File: config.mk
export PLATFORM = sky130hd
export DESIGN_NAME = pipe_stage_reg
export DESIGN_NICKNAME = d
export VERILOG_FILES = /design/src/rtl/pipe_stage_reg.sv
export SDC_FILE = /design/constraint.sdc
export NUM_CORES = 1
export LEC_CHECK = 0
export ABC_AREA = 1
export ABC_CLOCK_PERIOD_IN_PS = 1150
export CORE_MARGIN = 2
export CORE_UTILIZATION = 35
export CTS_BUF_LIST = sky130_fd_sc_hd__clkbuf_8
export DETAILED_ROUTE_END_ITERATION = 10
export GPL_TIMING_DRIVEN = 0
export PLACE_DENSITY = 0.68
export SYNTH_ARGS = -nofsm -noshare
export SYNTH_HDL_FRONTEND = slang
export SYNTH_SLANG_ARGS = --single-unit
File: constraint.sdc
create_clock -name clk -period 1.15 [get_ports clk]
set_input_delay 0.23 -clock clk [delete_from_list [all_inputs] [get_ports clk]]
set_output_delay 0.23 -clock clk [all_outputs]
set_load 0.02 [all_outputs]
File: src/rtl/pipe_stage_reg.sv
// pipe_stage_reg: valid/ready pipeline stage; main register plus skid register when PIPE_STAGE_SKID_EN is defined.
// Latency: 1 cycle from acceptance to out_* whenever main is empty or retiring.
// Backpressure: skid build gives a registered in_ready (= !skid_full); single-entry build gives in_ready = !out_valid || out_ready.
module pipe_stage_reg #(
   parameter int          PAYLOAD_W    = 102,
   parameter logic [31:0] BUBBLE_INSTR = 32'h0000_0000
) (
   input  logic                 clk,
   input  logic                 reset,
   input  logic                 flush,
   input  logic                 in_valid,
   output logic                 in_ready,
   input  logic [31:0]          in_instr,
   input  logic [31:0]          in_pc,
   input  logic [PAYLOAD_W-1:0] in_data,
   output logic                 out_valid,
   input  logic                 out_ready,
   output logic [31:0]          out_instr,
   output logic [31:0]          out_pc,
   output logic [PAYLOAD_W-1:0] out_data,
   output logic [1:0]           occupancy
);

   typedef struct packed {
      logic [31:0]          instr;
      logic [31:0]          pc;
      logic [PAYLOAD_W-1:0] data;
   } entry_t;

   entry_t in_ent;
   entry_t main_q;
   entry_t main_d;
   logic   main_vld;
   logic   main_vld_d;
   logic   accept;
   logic   main_free;

   assign in_ent    = {in_instr, in_pc, in_data};
   assign accept    = in_valid && in_ready;
   assign main_free = !main_vld || out_ready;

`ifdef PIPE_STAGE_SKID_EN
   entry_t skid_q;
   entry_t skid_d;
   logic   skid_vld;
   logic   skid_vld_d;
   logic   rdy_q;

   // in_ready comes straight from a flop, so out_ready never reaches it combinationally
   assign in_ready = rdy_q;

   always_comb begin
      main_d     = main_q;
      main_vld_d = main_vld;
      skid_d     = skid_q;
      skid_vld_d = skid_vld;
      if (flush) begin
         main_vld_d = 1'b0;
         skid_vld_d = 1'b0;
      end else if (main_free) begin
         if (skid_vld) begin
            main_d     = skid_q;
            main_vld_d = 1'b1;
            skid_vld_d = accept;
            if (accept) begin
               skid_d = in_ent;
            end
         end else begin
            main_vld_d = accept;
            if (accept) begin
               main_d = in_ent;
            end
         end
      end else if (accept) begin
         skid_d     = in_ent;
         skid_vld_d = 1'b1;
      end
   end

   always_ff @(posedge clk or negedge reset) begin
      if (!reset) begin
         main_q   <= '0;
         main_vld <= 1'b0;
         skid_q   <= '0;
         skid_vld <= 1'b0;
         rdy_q    <= 1'b0;
      end else begin
         main_q   <= main_d;
         main_vld <= main_vld_d;
         skid_q   <= skid_d;
         skid_vld <= skid_vld_d;
         rdy_q    <= !skid_vld_d;
      end
   end

   assign occupancy = {1'b0, main_vld} + {1'b0, skid_vld};
`else
   assign in_ready = main_free;

   always_comb begin
      main_d     = main_q;
      main_vld_d = main_vld;
      if (flush) begin
         main_vld_d = 1'b0;
      end else if (main_free) begin
         main_vld_d = accept;
         if (accept) begin
            main_d = in_ent;
         end
      end
   end

   always_ff @(posedge clk or negedge reset) begin
      if (!reset) begin
         main_q   <= '0;
         main_vld <= 1'b0;
      end else begin
         main_q   <= main_d;
         main_vld <= main_vld_d;
      end
   end

   assign occupancy = {1'b0, main_vld};
`endif

   // Stale payload stays in the flops; the outputs are masked to a bubble instead.
   assign out_valid = main_vld;
   assign out_instr = main_vld ? main_q.instr : BUBBLE_INSTR;
   assign out_pc    = main_vld ? main_q.pc    : 32'h0;
   assign out_data  = main_vld ? main_q.data  : '0;

endmodule

=== Yosys cells after proc, flatten, opt, wreduce, memory -nomap -nowiden ===
Index checks and enable logic that the tools add are counted.

* Register bits after elaboration: 167

* Muxes and demuxes: 5
* Reduce and logical (&&, ||, !) cells: 5
* Bitwise gates (word level): 1

{| class="wikitable"
|+ Operator list
! operator !! count
|-
| $mux W102 || 1
|-
| $mux W32 || 2
|-
| $reduce_and A3 Y1 || 1
|-
| $mux W1 || 2
|-
| $reduce_bool A2 Y1 || 1
|-
| $logic_and A1 B1 Y1 || 1
|-
| $logic_not A1 Y1 || 1
|-
| $logic_or A1 B1 Y1 || 1
|-
| $not A1 Y1 || 1
|}

=== Longest topological paths before layout ===
Gate-level depths: netlist of the first run.

* Depth after elaboration: 5
* Depth in mapped cells: 7
* Mapped depth without buffers: 5

=== Worst setup path after synthesis of the first run ===
OpenSTA, ideal clock, no wires.

* Path kind: register -> output
* From: reg main_vld (netlist: out_valid)
* To: out out_data[100]
* Stages on the path, launching flop included: 6
* Setup slack: -279 ps
* Path buffers: 3
* Arrival: 1,199 ps
* Cell sequence: dfrtp_1 buf_2 buf_2 buf_2 nand2_1 inv_1

* Longest elaborated chain between the ends: 1

{| class="wikitable"
|+ Ends and longest elaborated chain
! what !! RTL line !! source
|-
| start, declared || 33 || <nowiki>logic main_vld;</nowiki>
|-
| start signal, assigned || 119 || <nowiki>main_vld <= main_vld_d;</nowiki>
|-
| $mux W102 || 130 || <nowiki>assign out_data = main_vld ? main_q.data : '0;</nowiki>
|-
| end, declared || 20 || <nowiki>output logic [PAYLOAD_W-1:0] out_data,</nowiki>
|}

Every way passes these cells.

=== Worst setup path in the final report of the first run ===
* From: reg main_vld (netlist: out_valid)
* To: out out_pc[26]

* Longest elaborated chain between the ends: 1

{| class="wikitable"
|+ Ends and longest elaborated chain
! what !! RTL line !! source
|-
| $mux W32 || 129 || <nowiki>assign out_pc = main_vld ? main_q.pc : 32'h0;</nowiki>
|-
| end, declared || 19 || <nowiki>output logic [31:0] out_pc,</nowiki>
|}

Every way passes these cells.

==> results.ini, run 1 <==
[outcome]
status=finished, violations left
violations=hold timing, setup timing

[placed_design]
portBuffers=339
place_congestion=0.806
postPlaceCellArea_um2=11900
dpl_worst_slack_ns=-0.900
hpwl_mm=19.0

[timing]
max-slew-margin-rel_pct=62.0
slew_viol_final=0
hold_viol=71
timing.final.crit_period_ns=1.83
fmax_mhz=546
tightest_slew_ns=0.570
whs_ns=-0.278
post-route-period-util_pct=159
rsz0062_at_grt=true
finalWorstSetupSlack_ns=-0.683
setup-violations-final=334
fin_worst_skew_ns=0.0130

[pwr]
p_leak_nw=7.61
ir_drop_mv=0.610
p_per_area_nw_per_um2=1210

[cts]
cts_tree=yes
cts_made_buffers=17
root_buffer=clkbuf_8
cts_sinks=167
path_clk_slew_ns=0.10
htreeDepth=4
cts_max_path_buffers=2
clk_latency_ns=0.45

[setup_path]
crit_slowest_cell=dfrtp_2
worstSetupPathType=flop to output port
cp-start-kind=flop
rrSetupSlack_ns=-0.20
slowest_delay_ns=0.43
path_max_fanout=10
worstPathArrival_ns=1.60
cp-end-kind=output port
crit_chain=buf_8, clkbuf_16, buf_6, nand2_1, inv_2, buf_4
worstPathRequired_ns=0.92

[cells_and_area]
n_antenna_cell=0
postLayoutCellArea_um2=13100
area_delta_synth_final_pct=64.0
fin_nets=1619
layout-drive-gt1-share_pct=36.8

[route]
routedWlPerCell_um=15.2
drtPass1Iterations=4
detail-route-antenna-nets=0
wl_mm=26.6
num_vias=8018
drc=0
first_iter_violations=360
routed_via_density=4.59

[die]
die_x_um=155
start_util_pct=35.4
num_io_pins=341
die_y_um=155
dieArea_um2=24000
placementRows=55
core_area_um2=22500

[global_routing]
grt_pass1_wl_mm=40.9
gr-total-overflow=0
grt_pass1_vias=7851
grt_max_degree=97
antenna_found_initial=0
grt_use_total_pct=21.5

[worst_hold_path]
hp-class=input pin to async pin

[logic_synthesis]
ys_seq_area_share_pct=52.4
synth_top_area_share_pct=52.4
synth_most_common_cell=nand2_1
synth_top_area_cell=dfrtp_1
yosysUniqueCellTypes=13
synth_common_cells=nand2_1 (498), inv_1 (168), dfrtp_1 (167)
synth.avg_cell_area_um2=7.39
ys_ff_latch=167
synth_async_sr_flop_share_pct=100
synthesis.area_um2=7970
synth_fp_nets=1250
synth-edff-count=0
synth_warnings=0
synthCells=1079
synthTopCellsByArea=dfrtp_1 (52%), nand2_1 (23%), nand3_1 (10%)
synth_ff_type=dfrtp_1

[job]
cap_violations=0

final cells by class:
class / count / area [µm²]
Clock buffer: 17 / 234
Sequential cell: 167 / 4180
Inverter: 168 / 631
Buffer: 74 / 743
Multi-Input combinational cell: 669 / 3220
Clock inverter: 14 / 153
Tap cell: 285 / 357
Fill cell: 2149 / 9430
Timing Repair Buffer: 351 / 3550
flip-flops by register name, indices dropped and copies added (netlist names):
name	cells
main_q	166
out_valid	1
routing by layer:
| layer | global-route usage, % | wire, µm | share of wire, % | vias to the layer above |
|---|---|---|---|---|
| met5 | 0 | 0 | 0 | - |
| met2 | 36.5 | 13100 | 49 | 269 |
| met1 | 26.3 | 10800 | 41 | 3779 |
| met3 | 6.63 | 2090 | 7.9 | 34 |
| li1 | - | - | - | 3936 |
| met4 | 6.79 | 563 | 2.1 | 0 |
per-stage QoR:
step	power (mW)	TNS, ns	hold slack (ns)	utilization (%)	std cells
global placement	11.1	-1452.67	0.454	52.9	1703
CTS	15.4	-137.30	-0.284	53.7	1738
detailed placement	11.2	-235.30	0.227	53.1	1704
floorplan	9.21	-19.90	-0.0656	-	1079
finish	15.9	-134.24	-0.278	58.1	1745
global route	16.7	-156.84	-0.253	58.1	1745
placed cells by master, fill, tap and decap left out, types with 12 or more instances in the layout:
cell / Yosys / final
buf_2: 50 / 50
nand2_1: 498 / 389
dfrtp_1: 167 / 166
clkdlybuf4s15_2: 0 / 15
buf_6: 2 / 116
clkbuf_8: 0 / 17
buf_12: 0 / 12
inv_2: 0 / 142
nand2_2: 1 / 69
inv_1: 168 / 28
clkdlybuf4s50_1: 0 / 169
nand3_1: 166 / 166
nand2_4: 1 / 41
buf_4: 18 / 45
what timing repair did:
item / in CTS / in global routing
cloned: 0 / 6
endpoints found under the hold margin: 71 / 71
setup endpoints to repair: 335 / 336
setup buffers: 3 / 2
gates resized for setup: 775 / 306
power breakdown:
group | total, mW | switching [mW] | leakage, nW | internal [mW]
logic | 4.21 | 2.19 | 5.36 | 2.02
clock network | 4.30 | 2.36 | 0.183 | 1.94
registers | 7.35 | 0.629 | 2.07 | 6.72
total | 15.9 | 5.17 | 7.61 | 10.7
final timing paths:
kind | from | to | cells past startpoint
setup / recovery | out_valid$_DFFE_PN0P_ | out_pc[26] | 6
hold / removal | reset | main_q[63]$_DFFE_PN0P_ | 1
setup reg to reg | out_valid$_DFFE_PN0P_ | main_q[64]$_DFFE_PN0P_ | 7
hold reg to reg | main_q[99]$_DFFE_PN0P_ | main_q[99]$_DFFE_PN0P_ | 2
max in group asynchronous | reset | main_q[162]$_DFFE_PN0P_ | 2
min in group clk | in_instr[4] | main_q[138]$_DFFE_PN0P_ | 3
worst max-delay path: cells and delay by family, from the launching register on:
kind          cells  cell delay, ns
buf+inv           5            0.65
simple gates      1            0.07
flops             1            0.43
cell families (layout without fill, tap and decap cells):
| family | count (synthesis) | count (layout) | synth area share, % |
|---|---|---|---|
| simple gates | 667 | 667 | 34.2 |
| flops | 167 | 167 | 52.4 |
| other cells | 1 | 1 | 0.0470 |
| compound gates | 1 | 1 | 0.0627 |
| buf+inv | 243 | 624 | 13.3 |
(Power assumes the default switching activity.)
==> run 2, diff against run 1 <==
--- a/config.mk
+++ b/config.mk
@@ -11,8 +11,10 @@
 export CORE_UTILIZATION = 35
 export CTS_BUF_LIST = sky130_fd_sc_hd__clkbuf_8
 export DETAILED_ROUTE_END_ITERATION = 10
+export GPL_ROUTABILITY_DRIVEN = 0
 export GPL_TIMING_DRIVEN = 0
 export PLACE_DENSITY = 0.68
+export RECOVER_POWER = 25
 export SYNTH_ARGS = -nofsm -noshare
 export SYNTH_HDL_FRONTEND = slang
 export SYNTH_SLANG_ARGS = --single-unit
==> run 2 against run 1 <==
  * Non-clock buffer count is the same
  * Sequential power about the same
  * Critical endpoint unchanged
  * Clock skew hardly changed
  * Final area about the same
  * Largest cell class unchanged
  * Flip-flop and latch count did not move
  * First-iteration DRC count is the same
  * Die area did not move
  * The flow still finishes with violations (hold timing, setup timing)
==> results.ini, run 2 (synthesis results as in run 1) <==
[setup_path]
crit_slowest_cell=dfrtp_2
crit_chain=buf_8, clkbuf_16, buf_6, nand2_1, inv_2, buf_4
slowest_delay_ns=0.43
reg2reg_to=main_q[64]$_DFFE_PN0P_
path_max_fanout=10
worstPathArrival_ns=1.60
cp-end-kind=output port
worstPathRequired_ns=0.92
cp-start-kind=flop
worstSetupPathType=flop to output port
reg2regPathDepth=7
r2r-start=out_valid$_DFFE_PN0P_
rrSetupSlack_ns=-0.20

[timing]
max-slew-margin-rel_pct=30.5
finalWorstSetupSlack_ns=-0.682
fmax_mhz=546
rsz0062_at_grt=true
setup-violations-final=334
whs_ns=-0.0339
slew_viol_final=0
post-route-period-util_pct=159
fin_worst_skew_ns=0.0130
timing.final.crit_period_ns=1.83
hold_viol=19
setup_tns_ns=-134.22
tightest_slew_ns=1.04

[cells_and_area]
regMostFlops=main_q
final_cell_mix=nand2_1 (389), clkdlybuf4s50_1 (169), nand3_1 (166), dfrtp_1 (166), inv_2 (142)
largest_reg_flops=166
final_common_cell=nand2_1
n_fill_cell=2151
layout-drive-gt1-share_pct=36.8
fin_nets=1619
regArea_um2=4180
area_delta_synth_final_pct=63.9
multi_input_area_um2=3220
n_antenna_cell=0

[die]
die_x_um=155
placementRows=55
die_y_um=155
num_io_pins=341
core_area_um2=22500
start_util_pct=35.4
dieArea_um2=24000

[global_routing]
grt_pass1_vias=7851
grt_use_total_pct=21.5
gr-total-overflow=0
antenna_found_initial=0
grt_max_degree=97
grt_pass1_wl_mm=40.9

[worst_hold_path]
hp-class=input pin to async pin

[outcome]
violations=hold timing, setup timing
status=finished, violations left

[cts]
htreeDepth=4
clk_latency_ns=0.45
cts_tree=yes
cts_made_buffers=17
cts_sinks=167
cts_max_path_buffers=2
path_clk_slew_ns=0.10
root_buffer=clkbuf_8

[route]
drtPass1Iterations=4
routedWlPerCell_um=15.2
first_iter_violations=360
num_vias=8015
detail-route-antenna-nets=0
wl_mm=26.6
routed_via_density=4.59
drc=0

[placed_design]
hpwl_mm=19.0
dpl_worst_slack_ns=-0.900
portBuffers=339

[pwr]
p_total_mw=15.9
ir_drop_mv=0.610
p_leak_nw=7.61
p_per_area_nw_per_um2=1210

[job]
cap_violations=0

-- run 2: cell types whose count changed in the layout (fill, tap and decap cells not counted) --
cell / previous run / this run
buf_8: 7 / 6
clkbuf_4: 1 / 2
-- run 2: worst max path at each step --
stage,start,end,slack [ns],cells after the start
finish,out_valid$_DFFE_PN0P_,out_pc[26],-0.68,6
global route,out_valid$_DFFE_PN0P_,out_data[55],-0.76,6
CTS,out_valid$_DFFE_PN0P_,out_data[8],-0.81,6
detailed placement,out_valid$_DFFE_PN0P_,out_instr[29],-0.90,6
global placement,reset,out_valid$_DFFE_PN0P_,-7.97,1
floorplan,out_valid$_DFFE_PN0P_,out_instr[10],-0.11,4
-- run 2: stage by stage --
| step | hold slack [ns] | cell area [µm²] | cells | utilization [%] |
|---|---|---|---|---|
| 6_report | -0.0339 | 13100 | 1745 | 58.1 |
| 5_1_grt | 0.0376 | 13100 | 1745 | 58.1 |
| 4_1_cts | -0.284 | 12100 | 1738 | 53.7 |
| 3_5_place_dp | 0.227 | 11900 | 1704 | 53.1 |
| 3_3_place_gp | 0.454 | 11900 | 1703 | 52.9 |
| 2_1_floorplan | -0.0656 | 8160 | 1079 | - |
-- run 2: timing repair --
item / CTS / global route
setup endpoints to repair: 335 / 336
buffers inserted: 3 / 2
hold endpoints to repair: 71 / 71
cloned: 0 / 6
resized for setup: 775 / 306
-- run 2: layout make-up --
cell class / instances / share of cell area (%)
Sequential cell: 167 / 32.0
Inverter: 168 / 4.83
Buffer: 74 / 5.69
Clock buffer: 17 / 1.79
Clock inverter: 14 / 1.17
Timing Repair Buffer: 351 / 27.1
Multi-Input combinational cell: 669 / 24.7
Tap cell: 285 / 2.73
-- run 2: where the power goes --
part | switching (mW) | leakage [nW] | internal (mW)
logic | 2.19 | 5.36 | 2.02
clock network | 2.36 | 0.183 | 1.94
registers | 0.629 | 2.07 | 6.72
total | 5.17 | 7.61 | 10.7
-- run 2: layer usage --
| layer | vias to the layer above | track usage (%) | wire length [µm] |
|---|---|---|---|
| met5 | - | 0 | 0 |
| met2 | 269 | 36.5 | 13100 |
| met4 | 0 | 6.79 | 563 |
| met1 | 3777 | 26.3 | 10800 |
| met3 | 34 | 6.63 | 2090 |
| li1 | 3935 | - | - |
-- run 2: worst max-delay path: cells and delay by family, from the launching register on --
kind | cells | cell delay (ns)
flops | 1 | 0.43
buf+inv | 5 | 0.65
simple gates | 1 | 0.07
